--- src/rtl/seg_display_scheduler.sv ---
// Scan controller and arbiter for a 4-digit seven-segment display.
// The live level with peak hold owns the display by default. A timed override
// request can take it over for OVR_TIME cycles and can be retriggered.
module seg_display_scheduler #(
    parameter int SCAN_DIV  = 100000,
    parameter int PEAK_HOLD = 50000000,
    parameter int OVR_TIME  = 100000000
) (
    input  logic        clk,
    input  logic        reset,
    input  logic [3:0]  level,
    input  logic        level_valid,
    input  logic        ovr_req,
    input  logic [15:0] ovr_digits,
    output logic        ovr_ack,
    output logic [3:0]  an,
    output logic [6:0]  seg
);

    localparam int SW = (SCAN_DIV  > 2) ? $clog2(SCAN_DIV)  : 1;
    localparam int HW = (PEAK_HOLD > 2) ? $clog2(PEAK_HOLD) : 1;
    localparam int OW = (OVR_TIME  > 2) ? $clog2(OVR_TIME)  : 1;

    typedef enum logic {IDLE, OVERRIDE} state_t;

    state_t        state, state_next;
    logic [SW-1:0] prescaler;
    logic [1:0]    idx;
    logic [3:0]    live, live_next;
    logic [3:0]    peak;
    logic [HW-1:0] hold_timer;
    logic [OW-1:0] ovr_timer;
    logic [15:0]   ovr_latch;
    logic          ovr_load;
    logic          ovr_tick;
    logic [3:0]    nibble;

    // Active-low segment pattern {g,f,e,d,c,b,a} for one hex nibble.
    function automatic logic [6:0] seg_code(input logic [3:0] n);
        logic [6:0] s;
        case (n)
            4'h0:    s = 7'b1000000;
            4'h1:    s = 7'b1111001;
            4'h2:    s = 7'b0100100;
            4'h3:    s = 7'b0110000;
            4'h4:    s = 7'b0011001;
            4'h5:    s = 7'b0010010;
            4'h6:    s = 7'b0000010;
            4'h7:    s = 7'b1111000;
            4'h8:    s = 7'b0000000;
            4'h9:    s = 7'b0011000;
            4'hA:    s = 7'b0001000;
            4'hB:    s = 7'b0000011;
            4'hC:    s = 7'b1000110;
            4'hD:    s = 7'b0100001;
            4'hE:    s = 7'b0000110;
            default: s = 7'b0001110;
        endcase
        return s;
    endfunction

    // Levels are at most 15, so the tens digit is 0 or 1.
    function automatic logic [3:0] dec_tens(input logic [3:0] v);
        return (v >= 4'd10) ? 4'd1 : 4'd0;
    endfunction

    function automatic logic [3:0] dec_units(input logic [3:0] v);
        return (v >= 4'd10) ? (v - 4'd10) : v;
    endfunction

    // Digit scan: the prescaler sets the dwell time per digit, idx walks 0..3.
    always_ff @(posedge clk) begin
        if (reset) begin
            prescaler <= '0;
            idx       <= 2'd0;
        end else if (prescaler == SW'(SCAN_DIV - 1)) begin
            prescaler <= '0;
            idx       <= idx + 2'd1;
        end else begin
            prescaler <= prescaler + SW'(1);
        end
    end

    // The value live takes this cycle; decay compares against it so the peak
    // can never drop below a level that is being loaded at the same moment.
    always_comb begin
        live_next = level_valid ? level : live;
    end

    // Live level capture and peak hold with a slow 1-step decay.
    always_ff @(posedge clk) begin
        if (reset) begin
            live       <= 4'd0;
            peak       <= 4'd0;
            hold_timer <= '0;
        end else begin
            live <= live_next;
            if (level_valid && (level > peak)) begin
                peak       <= level;
                hold_timer <= '0;
            end else if (hold_timer == HW'(PEAK_HOLD - 1)) begin
                hold_timer <= '0;
                if (peak > live_next)
                    peak <= peak - 4'd1;
            end else begin
                hold_timer <= hold_timer + HW'(1);
            end
        end
    end

    // Ownership FSM state register.
    always_ff @(posedge clk) begin
        if (reset)
            state <= IDLE;
        else
            state <= state_next;
    end

    // Ownership FSM: a request (re)starts the override, expiry returns to IDLE.
    always_comb begin
        state_next = state;
        ovr_load   = 1'b0;
        ovr_tick   = 1'b0;
        case (state)
            IDLE: begin
                if (ovr_req) begin
                    ovr_load   = 1'b1;
                    state_next = OVERRIDE;
                end
            end
            OVERRIDE: begin
                if (ovr_req)
                    ovr_load = 1'b1;
                else if (ovr_timer == OW'(OVR_TIME - 1))
                    state_next = IDLE;
                else
                    ovr_tick = 1'b1;
            end
            default: state_next = IDLE;
        endcase
    end

    // Override content latch, ownership timer and acknowledge pulse.
    always_ff @(posedge clk) begin
        if (reset) begin
            ovr_timer <= '0;
            ovr_latch <= 16'h0000;
            ovr_ack   <= 1'b0;
        end else begin
            ovr_ack <= ovr_load;
            if (ovr_load) begin
                ovr_latch <= ovr_digits;
                ovr_timer <= '0;
            end else if (ovr_tick) begin
                ovr_timer <= ovr_timer + OW'(1);
            end
        end
    end

    // Nibble for the digit currently being scanned, from whichever owner holds the display.
    always_comb begin
        nibble = 4'h0;
        if (state == OVERRIDE) begin
            case (idx)
                2'd0:    nibble = ovr_latch[3:0];
                2'd1:    nibble = ovr_latch[7:4];
                2'd2:    nibble = ovr_latch[11:8];
                default: nibble = ovr_latch[15:12];
            endcase
        end else begin
            case (idx)
                2'd0:    nibble = dec_units(live);
                2'd1:    nibble = dec_tens(live);
                2'd2:    nibble = dec_units(peak);
                default: nibble = dec_tens(peak);
            endcase
        end
    end

    // Registered pin drivers; blanked while in reset.
    always_ff @(posedge clk) begin
        if (reset) begin
            an  <= 4'b1111;
            seg <= 7'b1111111;
        end else begin
            an  <= ~(4'b0001 << idx);
            seg <= seg_code(nibble);
        end
    end

endmodule

--- config.mk ---
export PLATFORM = sky130hd
export DESIGN_NAME = seg_display_scheduler
export DESIGN_NICKNAME = d
export VERILOG_FILES = /design/src/rtl/seg_display_scheduler.sv
export SDC_FILE = /design/constraint.sdc
export NUM_CORES = 1
export LEC_CHECK = 0
export CAP_MARGIN = 20
export CORE_ASPECT_RATIO = 1.75
export CORE_MARGIN = 10
export CORE_UTILIZATION = 45
export DETAILED_ROUTE_END_ITERATION = 10
export GPL_ROUTABILITY_DRIVEN = 0
export GPL_TIMING_DRIVEN = 0
export MAX_ROUTING_LAYER = met4
export PLACE_DENSITY = 0.65
export SLEW_MARGIN = 10
export SYNTH_ARGS = -nofsm -noshare
export SYNTH_HDL_FRONTEND = slang
export SYNTH_SLANG_ARGS = --single-unit
--- constraint.sdc ---
create_clock -name clk -period 2.74 [get_ports clk]
set_input_delay 0.685 -clock clk [delete_from_list [all_inputs] [get_ports clk]]
set_output_delay 0.685 -clock clk [all_outputs]
set_load 0.01 [all_outputs]
==> results_dict.tcl, run 1 <==
set metrics [dict create \
    cts-root-buf "clkbuf_16" \
    min_period_ns 2.472 \
    dp_cells 760 \
    grt_pass1_vias 4154 \
    ant_nets 0 \
    syn-cell-area_sq_um 5231 \
    syn_inst 592 \
    wl_mm 11.10 \
    drc_errors 0 \
    syn_avg_cell_area_sq_um 8.837 \
    core-area_sq_um 11450 \
    combPwrFrac_pct 11.0 \
    fin_worst_skew_ns 0.006715 \
    synth_edf_count 0 \
    period_share_pct 90.23 \
    vias 4126 \
    drt-pass1-iter-count 4 \
    max_slew.worst_pin.slew_ns 0.7141 \
    p_leak_nw 2.227 \
    worstPathCellList "clkdlybuf4s50_1 > mux2_2 > ha_1 > and4_1 > a21oi_1 > nand2_1 > mux2i_1 > a22o_1" \
    power_switching_share_pct 23.66 \
    antenna_found_initial 0 \
    synth_top_family_by_area "simple AND/OR/NAND/NOR gates" \
    io_buffers 33 \
    fin_cells 777 \
    setup_tns_ns 0 \
    die_h_um 162.6 \
    ys_types 55 \
    grt.met1_usage_pct 14.23 \
    ys_ff_latch 109 \
    startpoint_type "input pin" \
    cts_tree "built" \
    vias_per_cell 5.310 \
    drt_iter0_markers 132 \
    synthArstFlopShare_pct 0 \
    holdPathStages 1 \
    rrSetupSlack_ns 0.28 \
    outcome "complete, no violations" \
    synthFlopType "dfxtp_1" \
    synth_seq_area_share_pct 41.71 \
    dieArea_sq_um 16510 \
    hpwl_mm 8.384 \
    synthAdderAreaFrac_pct 6.458 \
    max-vdd-ir-drop_mv 0.4200 \
    num-nets-final 689 \
    rr_startpoint "idx[0]$_SDFFE_PP0P_" \
    worst_path_max_delay_cell "clkdlybuf4s50_1" \
    stdcell_area_sq_um 6047 \
    cap_violations 0 \
    clock_power_share_pct 39.3 \
    synthSimpleGateAreaFrac_pct 24.35 \
    hold_end "hold_timer[0]$_SDFF_PP0_" \
    intPower_w 0.002561 \
    grt_pass1_wl_mm 18.55 \
    cts_buffers 9 \
    track_usage_pct 14.09 \
    endpoint_kind "register" \
    fmax_mhz 404.5 \
    required_ns 2.98 \
    final_core_util_pct 52.81 \
    use_met3_pct 2.209 \
    cp.arrival_ns 2.71 \
    finalSetupViolCount 0 \
    groute.layer.met2.usage_pct 25.32 \
    cts_htree_levels 3 \
    seq_power_share_pct 49.6 \
    cts_buffer_depth 2 \
    start_util_pct 45.68 \
    die_w_um 101.5 \
    cp_max_fo 3 \
    grt_max_degree 17 \
    reg2reg_depth 12 \
    grt_overflow 0 \
    clkLatencyLatePin_ns 0.35 \
    rows 52 \
    drive_gt1_share_pct 5.919 \
    routedWlPerCell_um 14.28 \
    final_hold_viol_count 0 \
    ys_warn_count 0 \
    p_switching_w 0.0007939 \
    num_io_pins 36 \
    max_stage_delay_ns 0.49 \
    hold_start "hold_timer[0]$_SDFF_PP0_" \
    synth_mux_area_share_pct 5.190 \
    min_path_type "register to register" \
    r2r-end "seg[3]$_SDFF_PP1_" \
    slew_violations 0 \
    busiest_layer "met2" \
    diodes 0 \
    path_clk_slew_ns 0.06 \
    rsz0062_at_grt "no" \
    placed_area_sq_um 5731 \
    fill_cells 1072 \
    synth-xor-area-share_pct 11.22 \
    cts.sinks 109 \
    syn_nets 643 \
    slew_headroom_pct 52.40 \
    hold_buffers 0 \
    synthToLayoutAreaGrowth_pct 15.59 \
    power_density_nw_per_um2 554.9 \
    synth_compound_gate_area_share_pct 7.510 \
    crit_type "input pin to register" \
]
==> cells in the final DEF (no fill, tap or decap), drive strengths merged, types with 4 or more instances in the layout <==
cell type	count
a21oi	8
nor4	9
nand3	22
nor3	15
a22o	4
and2	6
and3	8
ha	27
or3	4
mux2i	26
nand2	48
xor2	31
inv	25
clkbuf	21
dfxtp	109
o21ai	11
nor2	111
a221oi	4
clkdlybuf4s50	33
or2	4
xnor2	36
o211ai	5
nand4	21
buf	12
a221o	4
and4	7
==> cell usage after synthesis (4+ instances only) <==
library cell	n	area (sq um)
nor2_1	110	412.9
nand2_1	48	180.2
inv_1	25	93.84
or3_1	4	25.02
buf_2	7	35.03
and3_1	8	50.05
and2_1	6	37.54
clkbuf_1	8	30.03
o211ai_1	5	37.54
nand4_1	20	125.1
xnor2_1	36	315.3
and4_1	7	61.31
o21ai_0	8	40.04
nor4_1	7	43.79
a21oi_1	8	40.04
ha_1	27	337.8
nor3_1	14	70.07
mux2i_1	26	260.3
dfxtp_1	109	2182
xor2_1	31	271.5
a22o_1	4	35.03
nand3_1	22	110.1
==> flip-flops by register name (all words and copies together) (netlist names) <==
name / cells
an: 4
hold_timer: 26
idx: 2
live: 4
ovr_ack: 1
ovr_latch: 16
ovr_timer: 27
peak: 4
prescaler: 17
seg: 7
state: 1
==> metal layers <==
layer	part of all wire, %	vias up
li1	-	2124
met1	41	1948
met2	55	38
met3	2.4	16
met4	2.1	0
met5	0	-
==> stage by stage <==
step                      total power (W)  setup slack, ns  hold WS (ns)
after floorplan                  0.001931           0.2845        0.4295
after global placement           0.002053         -0.07083        0.4428
after global routing             0.003480          0.02001        0.5008
after detailed placement         0.002064          -0.1121        0.4666
final                            0.003355           0.2677        0.4749
after CTS                        0.003375           0.1939        0.4823
==> kinds of logic after synthesis <==
family,count (synthesis)
muxes,27
AOI/OAI and AO/OA,52
and+or+nand+nor,266
adders and majority gates,27
xor gates and xnor gates,67
DFF,109
buffers and inverters,44
==> power by group through the flow <==
stage	logic, W	clock network [W]	registers, W
finish	0.000370	0.00132	0.00167
global route	0.000412	0.00140	0.00167
CTS	0.000365	0.00134	0.00167
floorplan	0.000228	0	0.00170
detailed placement	0.000362	0	0.00170
global placement	0.000353	0	0.00170
==> worst max path at each step <==
stage / from / endpoint / depth (start not counted)
2_1_floorplan: level_valid / peak[3]$_SDFFE_PP0P_ / 8
3_3_place_gp: level[0] / peak[3]$_SDFFE_PP0P_ / 8
3_5_place_dp: level[1] / hold_timer[21]$_SDFF_PP0_ / 9
4_1_cts: idx[0]$_SDFFE_PP0P_ / seg[3]$_SDFF_PP1_ / 12
5_1_grt: idx[0]$_SDFFE_PP0P_ / seg[3]$_SDFF_PP1_ / 12
6_report: level[0] / peak[1]$_SDFFE_PP0P_ / 8
==> worst max-delay path, delay by kind of cell <==
family          cells  cell delay (ns)
buf+inv             1             0.49
fa+ha+maj           1             0.28
simple gates        2             0.35
compound gates      2             0.42
mux                 2             0.48
==> cell type report <==
type                            count  area (sq um)  area share (%)
Clock buffer                       12         256.5           4.242
Inverter                           25         93.84           1.552
Buffer                             19         92.59           1.531
Sequential cell                   109          2182           36.09
Multi-Input combinational cell    439          2863           47.34
Clock inverter                      3         45.04          0.7449
Timing Repair Buffer               35         345.3           5.711
Tap cell                          135         168.9           2.793
==> timing repair <==
action                                  4_1_cts  5_1_grt
resized for setup                             0        0
buffers inserted                              0        2
endpoints found under the setup margin        0        1
Power figures use the tool's default switching activity.
==> run 2, diff against run 1 <==
PLACE_DENSITY = 0.67   (was 0.65)
clock period = 2 ns   (was 2.74 ns; I/O delays follow)
==> run 2 against run 1 <==
The run now ends with setup timing left. Clock skew grew 0.0014 ns. Power grew 43%. Cell area grew 13%. Sequential cell count is the same. Critical path type is now register to register. Largest cell class unchanged.
==> results_dict.tcl, run 2 (synthesis gave the netlist of run 1 again) <==
set metrics [dict create \
    dr_wl_met3_um 520 \
    final_hold_viol_count 0 \
    required_ns 2.28 \
    r2r-end "seg[3]$_SDFF_PP1_" \
    cp.arrival_ns 2.45 \
    grt_max_degree 18 \
    setup_tns_ns -0.7683 \
    path_clk_slew_ns 0.07 \
    hold_start "prescaler[0]$_SDFF_PP0_" \
    power_density_nw_per_um2 699.0 \
    crit_type "register to register" \
    drt_iter0_markers 147 \
    mostFrequentLayoutCells "nor2_1, dfxtp_1, nand2_1, xnor2_1, buf_4" \
    grt_pass1_vias 4436 \
    min_path_type "register to register" \
    core-area_sq_um 11450 \
    num_io_pins 36 \
    vias 4435 \
    ant_nets 0 \
    track_usage_pct 14.95 \
    max-vdd-ir-drop_mv 0.5747 \
    grt_overflow 0 \
    p_leak_nw 2.560 \
    placed_area_sq_um 5813 \
    max_slew.worst_pin.slew_ns 0.7964 \
    largest_register_ffs 27 \
    cts_tree "built" \
    wl_mm 12.40 \
    die_h_um 162.6 \
    holdPathStages 1 \
    rrSetupSlack_ns -0.17 \
    rsz0062_at_grt "yes" \
    slew_headroom_pct 46.91 \
    synthToLayoutAreaGrowth_pct 30.95 \
    drc_errors 0 \
    period_share_pct 108.4 \
    fill_cells 966 \
    grt_pass1_wl_mm 19.90 \
    post-route-worst-setup-slack_ns -0.1681 \
    cts_buffers 9 \
    wl_met1_mm 4.745 \
    outcome "complete, but fails checks" \
    cp_max_fo 7 \
    startpoint_type "register" \
    min_period_ns 2.168 \
    die_w_um 101.5 \
    vias_per_cell 5.469 \
    slew_violations 0 \
    num-nets-final 722 \
    crit_start "idx[0]$_SDFFE_PP0P_" \
    cts-root-buf "clkbuf_16" \
    drt-pass1-iter-count 4 \
    met2_length_mm 6.699 \
    finalSetupViolCount 7 \
    fmax_mhz 461.2 \
    reg.largest.list "ovr_timer x27, hold_timer x26, prescaler x17" \
    mostFrequentLayoutCell "nor2_1" \
    top_register "ovr_timer" \
    dieArea_sq_um 16510 \
    start_util_pct 45.68 \
    rr_startpoint "idx[0]$_SDFFE_PP0P_" \
    hold_end "prescaler[0]$_SDFF_PP0_" \
    top_layer "met4" \
    antenna_found_initial 1 \
    clkLatencyLatePin_ns 0.35 \
    fin_worst_skew_ns 0.008091 \
    fin_hold_ws_ns 0.4348 \
    hpwl_mm 8.314 \
    dp_slack_ns -0.6546 \
    routedWlPerCell_um 15.29 \
    cts_buffer_depth 2 \
    rows 52 \
    stdcell_area_sq_um 6850 \
    endpoint_kind "register" \
    cap_violations 0 \
    drive_gt1_share_pct 24.15 \
    cts_htree_levels 3 \
    reg2reg_depth 12 \
    violations "setup timing" \
    io_buffers 33 \
    cts.sinks 109 \
    fin_total_pwr_w 0.004788 \
]
## run 2: cell count changes in the layout (fill, tap and decap cells not counted), moves of 7 or more
cell,previous run,this run
dfxtp_2,0,14
dfxtp_1,109,89
buf_6,1,9
clkbuf_1,9,2
nor2_1,110,103
ha_1,27,15
inv_1,25,17
ha_4,0,11
buf_4,3,32
## run 2: timing repair
action	4_1_cts	5_1_grt
endpoints found under the setup margin	77	79
pin swaps	21	26
gates cloned	0	1
hold buffers	0	0
resized for setup	55	79
setup buffers	17	20
## run 2: worst max-delay path by stage
stage | slack, ns | end | depth (start not counted)
after global placement | -0.60 | hold_timer[16]$_SDFF_PP0_ | 9
final | -0.17 | seg[3]$_SDFF_PP1_ | 12
after floorplan | -0.02 | seg[5]$_SDFF_PP1_ | 7
after detailed placement | -0.65 | hold_timer[16]$_SDFF_PP0_ | 9
after CTS | -0.08 | seg[3]$_SDFF_PP1_ | 10
after global routing | -0.29 | seg[3]$_SDFF_PP1_ | 12
## run 2: critical path, stage by stage, from the launching register on
cell and delay, ns:
dfxtp_4 0.39, inv_4 0.05, buf_6 0.11, ha_4 0.18, nand2_2 0.07, nand2_2 0.06
a221oi_4 0.21, a211o_1 0.24, inv_2 0.10, ha_4 0.31, mux2i_2 0.21, nor2_1 0.06
o21ai_1 0.10
## run 2: where the power goes
part	internal, W	leakage (nW)	switching (W)
Combinational	0.000351	1.52	0.000341
Clock	0.00100	0.145	0.000805
Sequential	0.00223	0.898	0.0000559
## run 2: cell type report
type                            instances  area (sq um)  area share (%)
Timing Repair Buffer                   71         646.9           9.443
Buffer                                 16         118.9           1.735
Inverter                               25         106.4           1.553
Sequential cell                       109          2222           32.44
Multi-Input combinational cell        439          3286           47.96
Tap cell                              135         168.9           2.466
Clock buffer                           10         239.0           3.489
Clock inverter                          5         60.06          0.8767
Antenna cell                            1         2.502         0.03653
## run 2: stage by stage
step	instances	util, %
after floorplan	592	-
after global placement	760	50.76
after detailed placement	760	50.76
after CTS	791	56.16
after global routing	811	59.82
final	811	59.82
## run 2: layer usage
layer  up-vias  global-route usage, %
met4         0                  7.443
met2        92                  26.25
li1       2192                      -
met3        41                  3.398
met5         -                      -
met1      2110                  14.94
